<file path="src/rtl/spi_sprite_pkg.sv">
// Shared types and default widths for the SPI sprite-position receiver.
package spi_sprite_pkg;

    localparam int DEF_COORD_W = 16;
    localparam int DEF_WORD_W  = 2 * DEF_COORD_W;

    typedef struct packed {
        logic [DEF_COORD_W-1:0] x;
        logic [DEF_COORD_W-1:0] y;
    } sprite_pos_t;

    typedef enum logic [0:0] {
        IDLE = 1'b0,
        RECV = 1'b1
    } rx_state_t;

endpackage

</file>
<file path="src/rtl/sync_falling_edge.sv">
// Multi-flop synchroniser for a small bus; bit 0 gets a falling-edge pulse,
// and the last synchronised stage of every bit is exposed aligned with that pulse.
module sync_falling_edge #(
    parameter int STAGES = 2,
    parameter int WIDTH  = 1
) (
    input  logic             clk,
    input  logic             reset,
    input  logic [WIDTH-1:0] din,
    output logic [WIDTH-1:0] dout,
    output logic             fall
);

    logic [WIDTH-1:0] stage [STAGES];
    logic             last_q;

    always_ff @(posedge clk) begin
        if (reset) begin
            for (int i = 0; i < STAGES; i++) stage[i] <= '0;
            last_q <= 1'b0;
        end else begin
            stage[0] <= din;
            for (int i = 1; i < STAGES; i++) stage[i] <= stage[i-1];
            last_q <= stage[STAGES-1][0];
        end
    end

    assign dout = stage[STAGES-1];
    assign fall = last_q & ~stage[STAGES-1][0];

endmodule

</file>
<file path="src/rtl/spi_sprite_receiver.sv">
// Receives NUM_SPRITES {x,y} words over SPI (sampled in the pixel clock domain)
// and commits a complete staged frame to the renderers at the start of vsync.
module spi_sprite_receiver
    import spi_sprite_pkg::*;
#(
    parameter int NUM_SPRITES = 4,
    parameter int COORD_W     = DEF_COORD_W,
    parameter int SYNC_STAGES = 2,
    parameter int TIMEOUT     = 1024
) (
    input  logic                           clk,
    input  logic                           reset,
    input  logic                           sck,
    input  logic                           sdi,
    input  logic                           vsync,
    output logic [NUM_SPRITES*COORD_W-1:0] xpos,
    output logic [NUM_SPRITES*COORD_W-1:0] ypos,
    output logic                           updated,
    output logic                           pending,
    output logic                           overrun,
    output logic                           framing_err
);

    localparam int WORD_W = 2 * COORD_W;
    localparam int BC_W   = $clog2(WORD_W + 1);
    localparam int WC_W   = (NUM_SPRITES > 1) ? $clog2(NUM_SPRITES) : 1;
    localparam int TC_W   = (TIMEOUT > 1) ? $clog2(TIMEOUT) : 1;

    logic [1:0]        spi_sync;
    logic              sck_fall;
    logic              sdi_s;
    logic              vsync_level;
    logic              vsync_fall;
    logic              unused_ok;

    rx_state_t         state;
    logic [WORD_W-2:0] shreg;
    logic [WORD_W-1:0] word;
    logic [BC_W-1:0]   bit_cnt;
    logic [WC_W-1:0]   word_cnt;
    logic [TC_W-1:0]   tmo_cnt;
    logic [WORD_W-1:0] staging    [NUM_SPRITES];
    logic [WORD_W-1:0] pend_frame [NUM_SPRITES];
    logic [WORD_W-1:0] active     [NUM_SPRITES];

    logic              word_done;
    logic              frame_done;
    logic              commit;

    // sck and sdi share one synchroniser so the sampled data bit lines up with the edge pulse
    sync_falling_edge #(.STAGES(SYNC_STAGES), .WIDTH(2)) u_spi_sync (
        .clk   (clk),
        .reset (reset),
        .din   ({sdi, sck}),
        .dout  (spi_sync),
        .fall  (sck_fall)
    );

    sync_falling_edge #(.STAGES(SYNC_STAGES), .WIDTH(1)) u_vsync_sync (
        .clk   (clk),
        .reset (reset),
        .din   (vsync),
        .dout  (vsync_level),
        .fall  (vsync_fall)
    );

    assign sdi_s      = spi_sync[1];
    assign unused_ok  = vsync_level ^ spi_sync[0];
    assign word       = {shreg, sdi_s};
    assign word_done  = (state == RECV) && sck_fall && (bit_cnt == BC_W'(WORD_W - 1));
    assign frame_done = word_done && (word_cnt == WC_W'(NUM_SPRITES - 1));
    assign commit     = vsync_fall && pending;

    always_ff @(posedge clk) begin
        if (reset) begin
            state       <= IDLE;
            shreg       <= '0;
            bit_cnt     <= '0;
            word_cnt    <= '0;
            tmo_cnt     <= '0;
            updated     <= 1'b0;
            pending     <= 1'b0;
            overrun     <= 1'b0;
            framing_err <= 1'b0;
            for (int i = 0; i < NUM_SPRITES; i++) begin
                staging[i]    <= '0;
                pend_frame[i] <= '0;
                active[i]     <= '0;
            end
        end else begin
            updated <= commit;
            if (commit) begin
                for (int i = 0; i < NUM_SPRITES; i++) active[i] <= pend_frame[i];
            end

            // A completing frame always lands in pend_frame; a same-cycle commit has already taken the old one
            if (frame_done) begin
                for (int i = 0; i < NUM_SPRITES; i++)
                    pend_frame[i] <= (i == NUM_SPRITES - 1) ? word : staging[i];
                pending <= 1'b1;
                if (pending && !commit) overrun <= 1'b1;
            end else if (commit) begin
                pending <= 1'b0;
            end

            case (state)
                IDLE: begin
                    tmo_cnt <= '0;
                    if (sck_fall) begin
                        shreg   <= word[WORD_W-2:0];
                        bit_cnt <= BC_W'(1);
                        state   <= RECV;
                    end
                end
                default: begin
                    if (sck_fall) begin
                        tmo_cnt <= '0;
                        shreg   <= word[WORD_W-2:0];
                        if (word_done) begin
                            bit_cnt           <= '0;
                            staging[word_cnt] <= word;
                            if (frame_done) begin
                                word_cnt <= '0;
                                state    <= IDLE;
                            end else begin
                                word_cnt <= word_cnt + 1'b1;
                            end
                        end else begin
                            bit_cnt <= bit_cnt + 1'b1;
                        end
                    end else if (tmo_cnt == TC_W'(TIMEOUT - 1)) begin
                        tmo_cnt     <= '0;
                        bit_cnt     <= '0;
                        word_cnt    <= '0;
                        framing_err <= 1'b1;
                        state       <= IDLE;
                    end else begin
                        tmo_cnt <= tmo_cnt + 1'b1;
                    end
                end
            endcase
        end
    end

    for (genvar g = 0; g < NUM_SPRITES; g++) begin : g_out
        assign xpos[g*COORD_W +: COORD_W] = active[g][WORD_W-1:COORD_W];
        assign ypos[g*COORD_W +: COORD_W] = active[g][COORD_W-1:0];
    end

endmodule

</file>
<file path="config.mk">
export PLATFORM = sky130hd
export DESIGN_NAME = spi_sprite_receiver
export DESIGN_NICKNAME = d
export VERILOG_FILES = /design/src/rtl/spi_sprite_pkg.sv /design/src/rtl/sync_falling_edge.sv /design/src/rtl/spi_sprite_receiver.sv
export SDC_FILE = /design/constraint.sdc
export NUM_CORES = 1
export LEC_CHECK = 0
export CORE_UTILIZATION = 60
export CTS_BUF_LIST = sky130_fd_sc_hd__clkbuf_8
export DETAILED_ROUTE_END_ITERATION = 12
export GPL_TIMING_DRIVEN = 0
export PLACE_DENSITY = 0.83
export RECOVER_POWER = 50
export SKIP_LAST_GASP = 1
export SLEW_MARGIN = 5
export SYNTH_ARGS = -nofsm -noshare
export SYNTH_HDL_FRONTEND = slang
export SYNTH_HIERARCHICAL = 1
export SYNTH_SLANG_ARGS = --single-unit
</file>
<file path="constraint.sdc">
create_clock -name clk -period 7.66 [get_ports clk]
set_input_delay 1.532 -clock clk [delete_from_list [all_inputs] [get_ports clk]]
set_output_delay 1.532 -clock clk [all_outputs]
set_load 0.005 [all_outputs]
</file>
==> flow_summary.toml <==
[global_routing]
grt_pass1_vias = 8001
grt.total_usage_pct = 20.9
grt_pass1_wl_mm = 41.0
antenna_found_initial = 1
grt_max_degree = 66
grt-ovfl-total = 0

[cts]
cts_tree = "built"
htreeDepth = 2
cts_resized = 0
insertion_delay_ps = 590
clockBufferDepth = 3
cts_buffers = 60
path_clk_slew_ps = 60
postCtsSetupBuffers = 0
clock_sinks = 414
hold_buffers = 0
root_buffer = "clkbuf_8"

[cells_and_area]
multi_input_area_mm2 = 0.00330
finalNonFillerCells = 1561
drive_gt1_share_pct = 9.91
n_antenna_cell = 0
fillers = 1497
layout_common_cells = "edfxtp_1, and2_1, and2_0"
final_util_pct = 72.7
ff_latch_area_mm2 = 0.0118
layout_commonest_cell = "edfxtp_1"
areaGrowthSynthToFinish_pct = 18.7
fin_nets = 1191
fin_area_mm2 = 0.0183

[hold_path]
holdCritPathClass = "reg -> reg"

[yosys]
yosys_warnings = 6
synth_area_mm2 = 0.0154
synth_area_per_cell_um2 = 15.7
synthCells = 983
synth_nets = 991

[place]
gp_congestion = 0.820
postPlaceCellArea_mm2 = 0.0172
hpwl_mm = 17.1
dp.cells = 1451
place_ws_ps = 2720
port_buffers = 136

[worst_setup_path]
end_kind = "flip-flop"
timing.rr.end = "staging[1][23]"
crit_top_cell = "clkbuf_1"
path_class = "in -> reg"
ff2ff_path_depth = 6
start_kind = "input pin"
required_ps = 7910
crit_path_cell_trace = "dlygate4sd3_1 -> clkbuf_1 -> clkbuf_1 -> nand2b_4 -> buf_16"
reg2reg_slack_ps = 4150
critical-path-top-delay-family = "buffers and inverters"
cp_slowest_cell = "dlygate4sd3_1"
cpPeakStageDelay_ps = 870
startpoint = "reset"
cp-endpoint = "active[0][13]"
reg2reg_from = "bit_cnt[0]"
crit_cells = 5
crit_buf_inv = 4
crit_fanout = 65
cp.arrival_ps = 4490

[drt]
routed_wl_mm = 26.8
routedWlPerCell_um = 17.2
vias = 7985
drtAntennaViolNets = 0
drc = 0
avgViaCountPerCell = 5.12
drt_iter0_drc = 372
dr.pass1.iters = 5

[power_and_ir_drop]
power_leakage_nw = 6.66
comb_power_share_pct = 2.3
p_sw_share_pct = 20.3
powerDensity_mw_per_mm2 = 234
p_sw_mw = 0.867
totalPowerFinal_mw = 4.27
power_frac_clock_pct = 38.2
power.internal_mw = 3.41
p_seq_share_pct = 59.5
irDropWorstVdd_v = 0.000144

[floorplanning]
initial_core_util_pct = 61.2
core_mm2 = 0.0252
die_y_um = 162
die_w_um = 162
dieArea_mm2 = 0.0263
rows = 58
pin_count = 137

[timing]
relSlewSlack_pct = 18.3
setup_ws_ps = 3420
hold_viol = 0
rsz0062_at_grt = "false"
fin_worst_skew_ps = 25.1
drv_slew = 0
min_period_ps = 4240
tns_ps = 0
setup_viol = 0
hold_slack_ps = 434
worstMarginPinSlew_ps = 1210
clock.fmax_ghz = 0.236
min_period_over_period_pct = 55.3

[run_status]
status = "completed"

[run]
maxCapViolations = 0
## layer usage
metal	vias up	track usage (%)	share of wire (%)
met2	268	38.4	53
met5	-	0	0
met1	3839	23.2	38
li1	3811	-	-
met3	67	4.42	6.2
met4	0	9.26	3.3
## registers in the layout, summed over array words and instances (netlist names), 2 cells and up
register	count
pend_frame	128
active	128
shreg	31
tmo_cnt	10
u_spi_sync/stage	4
bit_cnt	6
word_cnt	2
u_vsync_sync/stage	2
staging	96
## worst reg2reg max path, cell delays in order, from the launching register on
cell and delay (ps):
dfxtp_1 380, ha_1 230, nand3_2 140, or3_1 410
buf_6 150, nor4b_1 970, or2_2 820
## how the worst min path moves through the flow
stage | startpoint | end | slack [ps] | cells past startpoint
floorplan | u_spi_sync/stage[0][0] | u_spi_sync/stage[0][2] | 410 | 1
global placement | u_vsync_sync/stage[0][0] | u_vsync_sync/stage[0][1] | 420 | 1
detailed placement | u_spi_sync/stage[0][1] | u_spi_sync/stage[0][3] | 420 | 1
CTS | u_spi_sync/stage[0][1] | u_spi_sync/stage[0][3] | 440 | 1
global route | u_spi_sync/stage[0][1] | u_spi_sync/stage[0][3] | 460 | 1
finish | u_spi_sync/stage[0][1] | u_spi_sync/stage[0][3] | 430 | 1
## power by group through the flow
stage	logic, mW	registers [mW]	clock network, mW
2_1_floorplan	0.0376	2.59	0
3_3_place_gp	0.103	2.59	0
3_5_place_dp	0.110	2.59	0
4_1_cts	0.110	2.54	1.66
5_1_grt	0.107	2.55	1.75
6_report	0.0985	2.54	1.63
## layout make-up
cell class	count	share of cell area (%)
Buffer	50	1.11
Inverter	5	0.103
Clock inverter	45	1.30
Multi-Input combinational cell	514	18.1
Timing Repair Buffer	138	7.74
Tap cell	330	2.26
Sequential cell	414	64.5
Clock buffer	65	4.89
Power figures use the tool's default switching activity.
==> RTL change, RTL diff (same settings) <==
`DEF_COORD_W`: 16 -> 64.
--- a/src/rtl/spi_sprite_pkg.sv
+++ b/src/rtl/spi_sprite_pkg.sv
@@ -1,7 +1,7 @@
 // Shared types and default widths for the SPI sprite-position receiver.
 package spi_sprite_pkg;
 
-    localparam int DEF_COORD_W = 16;
+    localparam int DEF_COORD_W = 64;
     localparam int DEF_WORD_W  = 2 * DEF_COORD_W;
 
     typedef struct packed {
Ports: changed (resized xpos and ypos); port bits go from 137 to 521. No check against the original RTL was run, so the function may have changed too.
==> RTL change against the unedited design <==
The flow now finishes with violations (max-capacitance violations, max-slew violations); core utilization increased by 0.36 points; clock power increased to 3.9 times the old value; register-to-register slack got worse by 1.5 ns; power increased to 3.9 times the old value; final cell count increased to 3.7 times the old value; sequential cell count increased by 1154; setup slack got worse by 1.2 ns; first-iteration DRC count increased to 6.5 times the old value; clock skew increased by 0.031 ns; worst hold slack improved by 0.0046 ns; cell area increased to 3.8 times the old value; combinational power increased to 4.4 times the old value; synthesized area increased to 3.7 times the old value; wire length increased to 4.8 times the old value.
==> RTL change: results (changes against the unedited design) <==
stage;metric;value;unit;change
placed_design;DP Area;65100;um2;+280%
run_status;failing checks;max-capacitance violations, max-slew violations;;
clocking;Root Buffer;clkbuf_8;;
placed_design;post-DP HPWL;87.7;mm;+410%
worst_setup_path;worst-path fanout max;54;;-17%
routing;met2 WL post-DR;65.3;mm;+360%
yosys;yosys warns;6;;unchanged
layout;post-layout net count;4326;;+260%
worst_setup_path;worst endpoint data arrival time;5.96;ns;+1.47 ns
placed_design;IO buf count;520;;+280%
routing;drt pass-1 iters;5;;unchanged
sta;Setup Skew;0.0564;ns;+0.0313 ns
clocking;setup bufs post-CTS;0;;unchanged
clocking;clock buffer depth;3;;unchanged
layout;final cell count without fillers;5788;;+270%
routing;drt first-iter violations;2404;;+550%
sta;Slew headroom;-26.4;%;-45 points
global_route;Total GRT Usage;26.8;%;+5.9 points
global_route;initial antenna violation count;7;;+6
global_route;vias in the first global route;30861;;+290%
routing;DR top layer;met4;;
clocking;CTS buffer count;227;;+280%
routing;DR WL met3;11.1;mm;+570%
clocking;clk_lat worst skew;0.89;ns;+0.30 ns
worst_setup_path;Slowest-stage cell, CP;or2_0;;
yosys;cells after synthesis;3545;;+260%
clocking;clock slew at reported path FFs;0.06;ns;about the same
clocking;cts repair resizes;0;;unchanged
layout;biggest regs;active x512, pend_frame x512, staging x384;;
sta;max-slew violation count;147;;+147
placed_design;Final Wtd Congestion;0.813;;-0.85%
routing;DR vias/cell;5.25;;+2.7%
clocking;H-tree depth;4;;+2
routing;final WL;130;mm;+380%
global_route;global-route wire length before repair;190;mm;+360%
power_and_ir_drop;Leak Pwr;0.0252;uW;+280%
yosys;net count after synthesis;3553;;+260%
run_status;status;complete, but fails checks;;
run;Max-Cap Viols;10;;+10
power_and_ir_drop;Max IR drop VDD;0.181;mV;+26%
global_route;final global-route overflow total;0;;unchanged
layout;layout cells sized above 1;7.94;%;-2.0 points
hold_path;Worst Hold Class;flop to flop;;
layout;number of fill cells in the layout;5629;;+280%
placed_design;DP Cell Count;5354;;+270%
global_route;pin count of the biggest net entering global routing;73;;+11%
routing;M1 WL;48.3;mm;+380%
worst_setup_path;max incr delay on CP;1.46;ns;+0.59 ns
worst_setup_path;cell family with most CP delay;simple AND/OR/NAND/NOR gates;;
power_and_ir_drop;Cell Int Power;13100;uW;+290%
[RTL change: path summary, 6_finish.rpt]
check | startpoint | endpoint | slack (ns) | depth (start not counted)
worst max-delay path | reset | staging[1][101]$_SDFFCE_PN0P_ | 2.20 | 8
worst min register to register | u_spi_sync/stage[0][1]$_SDFF_PP0_ | u_spi_sync/stage[0][3]$_SDFF_PP0_ | 0.44 | 1
worst min-delay path | u_spi_sync/stage[0][1]$_SDFF_PP0_ | u_spi_sync/stage[0][3]$_SDFF_PP0_ | 0.44 | 1
worst max register to register | u_spi_sync/stage[0][2]$_SDFF_PP0_ | pend_frame[2][83]$_SDFFCE_PN0P_ | 2.66 | 8
[RTL change: final cells by class]
class / instances / area, um2 / share of cell area [%]
sequential: 1568 / 45500 / 65.5
multi-input combinational: 1777 / 11300 / 16.3
timing repair buffer: 544 / 5800 / 8.35
clock buffer: 270 / 3720 / 5.35
tap: 1265 / 1580 / 2.28
clock inverter: 161 / 778 / 1.12
buffer: 191 / 752 / 1.08
inverter: 9 / 33.8 / 0.0486
antenna: 3 / 7.51 / 0.0108
[RTL change: layer usage]
layer  global-route usage [%]  up-vias
li1                         -    13893
met1                     32.5    15118
met2                     44.9     1165
met3                     7.72      238
met4                     11.8        0
met5                        0        -
[RTL change: through the flow]
| step | hold slack (ns) | setup slack, ns | total power, uW |
|---|---|---|---|
| floorplan | 0.414 | 1.54 | 10000 |
| global placement | 0.420 | -1.52 | 10400 |
| detailed placement | 0.428 | 2.00 | 10400 |
| CTS | 0.442 | 2.97 | 16700 |
| global route | 0.462 | 1.97 | 17100 |
| finish | 0.439 | 2.20 | 16600 |
[RTL change: power groups by stage]
stage / sequential (uW) / clock, uW / combinational, uW
global route: 9750 / 6870 / 454
global placement: 9960 / 0 / 416
finish: 9730 / 6410 / 429
detailed placement: 9910 / 0 / 470
floorplan: 9910 / 0 / 135
CTS: 9730 / 6500 / 471
